File: src/rtl/maze_render_scheduler.sv
// Raster redraw sequencer: walks every LT24 pixel, colours it from the maze cell under it, and drives the pixel port.
// Optional tile grid overlay is enabled by defining MAZE_RENDER_GRID_EN.
module maze_render_scheduler #(
  parameter int          SCREEN_W    = 240,
  parameter int          SCREEN_H    = 320,
  parameter int          MAZE_W      = 30,
  parameter int          MAZE_H      = 10,
  parameter int          TILE_LOG2   = 3,
  parameter logic [15:0] WALL_COLOUR = 16'h0000,
  parameter logic [15:0] PATH_COLOUR = 16'h07E0,
`ifdef MAZE_RENDER_GRID_EN
  parameter logic [15:0] GRID_COLOUR = 16'h8410,
`endif
  parameter logic [15:0] BG_COLOUR   = 16'h001F
) (
  input  logic                       clock,
  input  logic                       globalReset,
  input  logic                       start,
  input  logic                       mazeValid,
  input  logic [MAZE_W*MAZE_H-1:0]   maze,
  input  logic                       pixelReady,
  output logic [7:0]                 xAddr,
  output logic [8:0]                 yAddr,
  output logic [15:0]                pixelData,
  output logic                       pixelWrite,
  output logic                       busy,
  output logic                       frameDone
);

  localparam int CELLS = MAZE_W * MAZE_H;
  localparam int IDX_W = $clog2(CELLS);

  typedef enum logic [1:0] {IDLE, WAIT_MAZE, DRAW, DONE} state_t;
  state_t state;

  logic       last_x;
  logic       last_px;
  logic [7:0] next_x;
  logic [8:0] next_y;

  // Colour of a pixel; the cell index is only formed inside the maze area so it never wraps.
  function automatic logic [15:0] colour_of(input logic [7:0] x, input logic [8:0] y);
    int               col;
    int               row;
    logic [IDX_W-1:0] idx;
    col       = int'(x >> TILE_LOG2);
    row       = int'(y >> TILE_LOG2);
    idx       = '0;
    colour_of = BG_COLOUR;
    if (col < MAZE_W && row < MAZE_H) begin
      idx       = IDX_W'(row * MAZE_W + col);
      colour_of = maze[idx] ? WALL_COLOUR : PATH_COLOUR;
`ifdef MAZE_RENDER_GRID_EN
      if (&x[TILE_LOG2-1:0] || &y[TILE_LOG2-1:0]) colour_of = GRID_COLOUR;
`endif
    end
  endfunction

  // NOTE: every always_comb output gets a value on every path, so no latch can be inferred.
  always_comb begin
    last_x  = (int'(xAddr) == SCREEN_W - 1);
    last_px = last_x && (int'(yAddr) == SCREEN_H - 1);
    next_x  = last_x ? 8'd0 : xAddr + 8'd1;
    next_y  = last_x ? yAddr + 9'd1 : yAddr;
  end

  // NOTE: state and registered outputs use non-blocking assignments so all flops update together on the edge.
  always_ff @(posedge clock or posedge globalReset) begin
    if (globalReset) begin
      state      <= IDLE;
      xAddr      <= '0;
      yAddr      <= '0;
      pixelData  <= '0;
      pixelWrite <= 1'b0;
      busy       <= 1'b0;
      frameDone  <= 1'b0;
    end else begin
      frameDone <= 1'b0;
      unique case (state)
        IDLE: begin
          if (start) begin
            state <= WAIT_MAZE;
            busy  <= 1'b1;
          end
        end
        WAIT_MAZE: begin
          if (mazeValid) begin
            state      <= DRAW;
            xAddr      <= '0;
            yAddr      <= '0;
            pixelData  <= colour_of(8'd0, 9'd0);
            pixelWrite <= 1'b1;
          end
        end
        DRAW: begin
          // Maze regeneration aborts the frame; it restarts from the origin once the maze is valid again.
          if (!mazeValid) begin
            state      <= WAIT_MAZE;
            pixelWrite <= 1'b0;
            xAddr      <= '0;
            yAddr      <= '0;
          end else if (pixelReady) begin
            if (last_px) begin
              state      <= DONE;
              pixelWrite <= 1'b0;
              busy       <= 1'b0;
              frameDone  <= 1'b1;
            end else begin
              xAddr     <= next_x;
              yAddr     <= next_y;
              pixelData <= colour_of(next_x, next_y);
            end
          end
        end
        DONE:    state <= IDLE;
        default: state <= IDLE;
      endcase
    end
  end

endmodule

File: config.mk
export PLATFORM = sky130hd
export DESIGN_NAME = maze_render_scheduler
export DESIGN_NICKNAME = d
export VERILOG_FILES = /design/src/rtl/maze_render_scheduler.sv
export SDC_FILE = /design/constraint.sdc
export NUM_CORES = 1
export LEC_CHECK = 0
export ABC_CLOCK_PERIOD_IN_PS = 7300
export BUFFER_PORTS_ARGS = -buffer_cell sky130_fd_sc_hd__buf_2
export CAP_MARGIN = 20
export CORE_AREA = 2 2 131 133
export DETAILED_ROUTE_END_ITERATION = 8
export DIE_AREA = 0 0 133 135
export PLACE_DENSITY = 0.71
export SLEW_MARGIN = 20
export SYNTH_ARGS = -nofsm -noshare
export SYNTH_HDL_FRONTEND = slang
export SYNTH_SLANG_ARGS = --single-unit
File: constraint.sdc
create_clock -name clock -period 7.3 [get_ports clock]
set_input_delay 1.095 -clock clock [delete_from_list [all_inputs] [get_ports clock]]
set_output_delay 1.095 -clock clock [all_outputs]
set_load 0.1 [all_outputs]
### Word-level counts from Yosys, hierarchy flattened

Cells that the tools add are included.

* flip-flop bits (word level): 38
* input port bits: 305
* output and inout bits: 36

* magnitude comparators: 3
* $add $sub $neg: 3
* reduce and logical (&&, ||, !) cells: 11
* equality and inequality tests: 15
* muxes and demuxes: 40
* $mul: 1

Operator list (number)
* $mux 16: 4
* $mux 9: 5
* $mux 8: 5
* $mux 11: 3
* $pmux 16 s2: 1
* $pmux 9 s2: 1
* $pmux 8 s2: 1
* $reduce_and 5->1: 3
* $ne 2x2->1 const B: 6
* $ne 3x3->1 const B: 4
* $reduce_and 4->1: 3
* $mux 1: 11
* $lt 9x10->1 const B: 1
* $mux 2: 5
* $add 9x1->9 const B: 1
* $add 9x5->9: 1
* $bmux 1 s9: 1
* $eq 9x9->1 const B: 1
* $add 8x1->8 const B: 1
* $eq 8x6->1 const B: 1
* $mul 6x4->8 const B: 1
* $pmux 2 s4: 1
* $lt 6x4->1 const B: 1
* $lt 5x5->1 const B: 1
* other kinds (6): 10

### Longest topological paths before layout

Gate-level depths: netlist (run 1).

* depth in word-level cells: 12
* mapped depth: 23
* depth with buffers taken out: 21

### Worst setup path after synthesis (run 1)

Ideal clock, no wire load.

* path type: register to register
* from: register xAddr[0]
* to: register pixelData[9]
* arrival: 5.981 ns
* setup slack: 1.196 ns
* library setup time: 0.123 ns
* clock period less this slack: 6.104 ns
* cell stages (with the launch flop): 22
* buffers on the path: 1
* data required time: 7.177 ns
* cells stage by stage: dfrtp_1 -> ha_1 -> and3_1 -> nand2_2 -> buf_2 -> nor2_1 -> nand3_1 -> xor2_1 -> xor2_1 -> fa_1 -> inv_1 -> fa_1 -> ha_1 -> a21oi_1 -> xnor2_1 -> nand2_1 -> a21oi_1 -> a41o_1 -> or4_1 -> a31oi_1 -> a211oi_1 -> o221a_1

* cells in the longest elaborated chain, start to end: 12

Ends and longest elaborated chain
* from (decl): line 22 `output logic [7:0] xAddr,`
* from (signal assigned): line 109 `xAddr <= next_x;`
* $eq 8x6->1: line 61 `last_x = (int'(xAddr) == SCREEN_W - 1);`
* $mux 9: line 64 `next_y = last_x ? yAddr + 9'd1 : yAddr;`
* $mul 6x4->8: line 51 `idx = IDX_W'(row * MAZE_W + col);`
* $add 9x5->9: line 51
* $bmux 1 s9: line 52 `colour_of = maze[idx] ? WALL_COLOUR : PATH_COLOUR;`
* $mux 1 (implied by the code): line 52
* $mux 11: line 52
* $mux 11: line 50 `if (col < MAZE_W && row < MAZE_H) begin`
* $mux 16: line 103 `if (last_px) begin`
* $mux 16: line 102 `end else if (pixelReady) begin`
* $mux 16: line 97 `if (!mazeValid) begin`
* $pmux 16 s2: line 79 `unique case (state)`
* to (signal assigned): line 91 `pixelData <= colour_of(8'd0, 9'd0);`
* to (signal assigned): line 111 `pixelData <= colour_of(next_x, next_y);`
* to (decl): line 24 `output logic [15:0] pixelData,`

Parallel ways exist; a longest one is shown, timed or not. The select of a mux whose other input is x is not followed.
A chain may end at the register's enable or synchronous reset.

### Worst setup path after layout (run 1)

Same ends and word-level chain as after synthesis.

==> run_results.csv, run 1 <==
group,metric,value,unit
outcome,status,"finished, final reports clean",
placed_design,gp_congestion,0.915,
clock_tree,postCtsResizedCells,0,
synthesis,ys_top_cells_by_count,"nand2_1, o21ai_0, a21oi_1, nor2_1, mux2i_1",
placed_design,dp_slack,1.09,ns
grt,grt_pass1_vias,6338,
placed_design,dpl.hpwl,20300,um
final_layout,layout-drive-gt1-share,0.419,
worst_setup_path,cp.required,7.50,ns
worst_setup_path,crit_chain,"ha_1, and3_1, nand2_2, nor2_1, xor2_1, ha_1, xor2_1, fa_1, inv_1, fa_1, ha_1, a21oi_1, xnor2_1, nand2_1, a221o_1, a2111oi_0, a31o_1, nor4_1, o21ai_1, o221a_1",
timing,slew_viol_final,0,
synthesis,synth_edf_count,0,
synthesis,ys_seq_area_frac,0.117,
detailed_routing,vias_per_cell,5.57,
timing,slew_headroom,0.353,
synthesis,synth_warnings,0,
grt,grt.total_usage,0.257,
detailed_routing,drt-initial-drc-count,470,
timing,finalSetupViolations,0,
grt,grt_max_degree,76,
worst_setup_path,worst_path_most_repeated_cell,"ha_1",
final_layout,layout.nets,1296,
worst_setup_path,critPathMaxFanout,27,
clock_tree,post_cts_buffers,0,
power_and_ir_drop,p_leak,3.48,nW
synthesis,syn_area,0.00514,sq mm
synthesis,synth_most_common_cell,"nand2_1",
final_layout,syn2layout_area_growth,36.3,%
timing,final.setup_skew,0.00319,ns
synthesis,synth_top_area_frac,0.117,
run,max_cap_violations,0,
timing,timing.final.crit_share,0.866,
worst_setup_path,crit_arrival,6.52,ns
synthesis,async_flop_share,1.00,
placed_design,port_buffers,335,
worst_setup_path,crit_type,"reg2reg",
synthesis,ys_ff_latch,24,
synthesis,synthFlopType,"dfrtp_1",
floorplan,rows,47,
floorplan,fp.dieW,133,um
clock_tree,clk_pin_slew,0.07,ns
clock_tree,cts_root_buffer,"clkbuf_16",
power_and_ir_drop,power_density,109,mW/mm^2
synthesis,netlist_top_cells_area,"dfrtp_1, mux4_2, nand2_1",
timing,rsz0062_at_grt,"no",
timing,timing.fmax,158,MHz
hold_path,hold_path_class,"reg2reg",
grt,antenna_found_initial,4,
timing,tns,0,ns
clock_tree,clock-sinks,24,
floorplan,start_util,0.313,
floorplan,ioPinCount,341,
detailed_routing,dr_total_vias,6602,
clock_tree,cts_tree,"done",
worst_setup_path,slowest_stage,"fa_1",
detailed_routing,firstDrtPassIters,6,
detailed_routing,ant_nets,0,
power_and_ir_drop,ir_drop,0.280,mV
worst_setup_path,cp-end-kind,"flop",
floorplan,dieArea,0.0180,sq mm
synthesis,synth_area_leader_cell,"dfrtp_1",
timing,fin_ws,0.977,ns
clock_tree,cts_buffers,3,
clock_tree,cts_max_level,1,
grt,gr-total-overflow,0,
clock_tree,ctsHoldBuffers,0,
detailed_routing,routedWlPerCell,20.8,um
floorplan,coreArea,0.0164,sq mm
detailed_routing,drc,0,
grt,grt_pass1_wl,35900,um
worst_setup_path,slowest_delay,0.58,ns
synthesis,synthCells,671,
synthesis,synth_cell_types,74,
worst_setup_path,setup.worst_path.start_class,"flop",
timing,fin_crit,6.32,ns
detailed_routing,routed_wirelength,24600,um
clock_tree,clockBufferDepth,2,
floorplan,die_h,135,um
clock_tree,clk_latency,0.26,ns
timing,hold_viol_final,0,
timing,worst_slew_pin_slew,0.971,ns
synthesis,postSynthAreaPerCell,7.66,sq um
-- where the power goes --
group          total [mW]  switching, mW  internal [mW]
combinational       0.426          0.300          0.126
clock               0.161         0.0517          0.109
sequential          0.177         0.0302          0.146
total               0.763          0.382          0.381
-- worst paths after layout --
| kind | start | cells after the start | slack (ns) | endpoint |
|---|---|---|---|---|
| worst max-delay path | xAddr[0] | 20 | 0.98 | pixelData[9] |
| worst min-delay path | busy | 2 | 0.49 | busy |
| worst max register to register | xAddr[0] | 20 | 0.98 | pixelData[9] |
| worst min register to register | busy | 2 | 0.49 | busy |
| max in group asynchronous | globalReset | 3 | 6.03 | pixelData[9] |
| min in group asynchronous | globalReset | 2 | 0.83 | frameDone |
-- kinds of logic after synthesis --
group,synth area share
and+or+nand+nor,0.218
AOI/OAI and AO/OA,0.267
buffers and inverters,0.0811
muxes,0.194
xor gates and xnor gates,0.0516
adders and majority gates,0.0711
DFF,0.117
other,0.000730
-- layer usage --
| metal | wire, um | part of all wire | global-route usage |
|---|---|---|---|
| met5 | 35 | 0.0014 | 0 |
| met3 | 1810 | 0.074 | 0.0507 |
| met1 | 10200 | 0.41 | 0.319 |
| met2 | 12000 | 0.49 | 0.454 |
| met4 | 603 | 0.024 | 0.0687 |
-- stage by stage --
stage / hold WS [ns] / std cells / power [mW] / util / area [sq um]
final: 0.492 / 1186 / 0.763 / 0.427 / 7010
after global routing: 0.561 / 1185 / 0.797 / 0.427 / 7000
after CTS: 0.502 / 1184 / 0.762 / 0.425 / 6980
after detailed placement: 0.485 / 1180 / 0.601 / 0.419 / 6870
after global placement: 0.471 / 1180 / 0.601 / 0.419 / 6870
after floorplan: 0.691 / 675 / 0.483 / - / 5150
-- registers in the layout, summed over array words and instances (netlist names) --
signal	cells
yAddr	9
xAddr	8
pixelData	2
state	2
busy	1
frameDone	1
pixelWrite	1
-- cell type report --
class,instances,area [sq um]
sequential,24,601
timing repair buffer,346,1780
clock inverter,1,30.0
clock buffer,3,75.1
fill,1671,9400
antenna,1,2.50
multi-input combinational,568,4160
inverter,23,86.3
tap,220,275
-- layout by cell type (no fill, tap or decap), drive strengths merged, types with 11 or more instances in the layout --
master,Yosys,final
nor3,27,27
inv,22,22
a21oi,38,38
xor2,11,11
nand3,24,24
nor2,39,39
mux2,25,25
a211oi,15,15
xnor2,15,15
o21ai,49,49
buf,43,346
mux2i,33,33
dfrtp,24,24
ha,18,18
nand2,94,94
mux4,17,17
-- worst max-delay path, delay by kind of cell, from the launching register on --
kind,cells,cell delay [ns]
simple gates,5,1.31
fa+ha+maj,5,2.02
buf+inv,1,0.07
compound gates,6,1.66
flops,1,0.43
xor+xnor,3,0.78
Note: power is estimated with default switching activity, not from simulation.
==> run 2, diff against run 1 <==
Settings changed: ABC_CLOCK_PERIOD_IN_PS 7300 to 7170.
Clock period 7.3 ns to 7.17 ns, I/O delays scaled along.
==> run_results.csv, run 2 (synthesized netlist as in run 1, its figures left out) <==
group,metric,value,unit
detailed_routing,dr_total_vias,6533,
hold_path,hold_path_class,"reg2reg",
power_and_ir_drop,switchingPower,0.389,mW
timing,rsz0062_at_grt,"no",
grt,antenna_found_initial,4,
power_and_ir_drop,switching_share,0.502,
timing,worst_slew_pin_slew,1.03,ns
floorplan,ioPinCount,341,
worst_setup_path,cp-end-kind,"flop",
detailed_routing,drc,0,
timing,fin_crit,5.95,ns
clock_tree,clk_latency,0.26,ns
final_layout,reg_top3,"yAddr (9), xAddr (8)",
detailed_routing,ant_nets,0,
placed_design,port_buffers,335,
clock_tree,clk_pin_slew,0.07,ns
grt,grt_pass1_wl,36300,um
final_layout,largest_reg_flops,9,
final_layout,regArea,601,sq um
final_layout,final_cell_mix,"buf_2, nand2_1, o21ai_0",
detailed_routing,drt-initial-drc-count,527,
timing,finalSetupViolations,0,
floorplan,start_util,0.313,
run,max_cap_violations,0,
final_layout,regMostFlops,"yAddr",
grt,grt.total_usage,0.261,
final_layout,multi_input_comb_area,0.00416,sq mm
worst_setup_path,crit_type,"reg2reg",
clock_tree,cts_tree,"done",
clock_tree,post_cts_buffers,0,
final_layout,final_common_cell,"buf_2",
power_and_ir_drop,p_int,0.387,mW
final_layout,syn2layout_area_growth,35.7,%
floorplan,die_h,135,um
timing,slew_headroom,0.313,
worst_setup_path,critPathMaxFanout,8,
floorplan,coreArea,0.0164,sq mm
worst_setup_path,crit_arrival,6.15,ns
placed_design,dp_slack,1.36,ns
detailed_routing,routedWlPerCell,20.8,um
timing,hold_viol_final,0,
power_and_ir_drop,p_seq_frac,0.232,
worst_setup_path,r2r_slack,1.22,ns
timing,slew_viol_final,0,
final_layout,layout.nets,1294,
floorplan,fp.dieW,133,um
detailed_routing,vias_per_cell,5.51,
clock_tree,postCtsResizedCells,0,
timing,timing.final.crit_share,0.830,
grt,grt_max_degree,76,
floorplan,rows,47,
timing,tns,0,ns
detailed_routing,firstDrtPassIters,5,
detailed_routing,routed_wirelength,24600,um
clock_tree,cts_buffers,3,
clock_tree,clockBufferDepth,2,
timing,fin_ws,1.22,ns
floorplan,dieArea,0.0180,sq mm
clock_tree,clock-sinks,24,
placed_design,dpl.hpwl,20100,um
grt,gr-total-overflow,0,
timing,final.setup_skew,0.00642,ns
final_layout,layout-drive-gt1-share,0.417,
placed_design,gp_congestion,0.913,
power_and_ir_drop,ir_drop,0.254,mV
final_layout,fillCellCount,1671,
worst_setup_path,setup.worst_path.start_class,"flop",
power_and_ir_drop,power_density,111,mW/mm^2
grt,grt_pass1_vias,6318,
clock_tree,ctsHoldBuffers,0,
timing,timing.fmax,168,MHz
clock_tree,cts_max_level,1,
worst_setup_path,cp.required,7.37,ns
power_and_ir_drop,p_comb_frac,0.555,
power_and_ir_drop,p_leak,3.46,nW
clock_tree,cts_root_buffer,"clkbuf_16",
power_and_ir_drop,power.share.clock,0.213,
outcome,status,"finished, final reports clean",
==> run 2: cell type report <==
cell class              count  share of cell area
inverters                  23              0.0124
repair buffers            344               0.250
multi-input cells         568               0.596
flip-flops and latches     24              0.0861
clock buffers               3              0.0108
clock inverters             1             0.00431
diodes                      2            0.000718
well taps                 220              0.0395
==> run 2: worst max-delay path, stage by stage (launching register included) <==
cell and delay, ns:
dfrtp_1 0.42, ha_1 0.23, and3_1 0.26, nand2_2 0.09
nor2_1 0.30, nand3_1 0.16, xor2_1 0.54, xor2_1 0.23
fa_1 0.58, inv_1 0.07, fa_1 0.48, ha_1 0.37
a21oi_1 0.32, xnor2_1 0.22, nand2_1 0.24, a221o_1 0.31
a2111oi_0 0.47, a31o_1 0.16, nor4_1 0.05, o21ai_1 0.18
o221a_1 0.19
==> run 2: path summary, 6_finish.rpt <==
kind                             start      endpoint  cells past startpoint
setup / recovery              xAddr[0]  pixelData[9]                     20
max in group asynchronous  globalReset  pixelData[9]                      2
hold reg to reg                   busy          busy                      2
setup reg to reg              xAddr[0]  pixelData[9]                     20
min in group asynchronous  globalReset          busy                      2
hold / removal                    busy          busy                      2
==> run 2: power by group through the flow <==
stage,Combinational (mW),Sequential [mW],Clock [mW]
6_report,0.431,0.180,0.165
5_1_grt,0.459,0.184,0.172
4_1_cts,0.430,0.179,0.167
3_5_place_dp,0.429,0.182,0
3_3_place_gp,0.429,0.181,0
2_1_floorplan,0.267,0.225,0
==> run 2: per-stage QoR <==
stage	hold slack (ns)	util	total power, mW	std cells	area [sq um]
finish	0.507	0.425	0.776	1185	6970
global route	0.537	0.425	0.814	1184	6970
CTS	0.512	0.425	0.777	1183	6970
detailed placement	0.496	0.418	0.611	1179	6860
global placement	0.471	0.418	0.610	1179	6860
floorplan	0.691	-	0.492	675	5150
==> run 2: routing by layer <==
metal  global-route usage  vias up  share of wire
met1                0.332     3052           0.40
met2                0.457      324           0.49
met3               0.0514       28          0.082
met4               0.0621        4          0.022
li1                     -     3125              -
met5                    0        -        0.00093
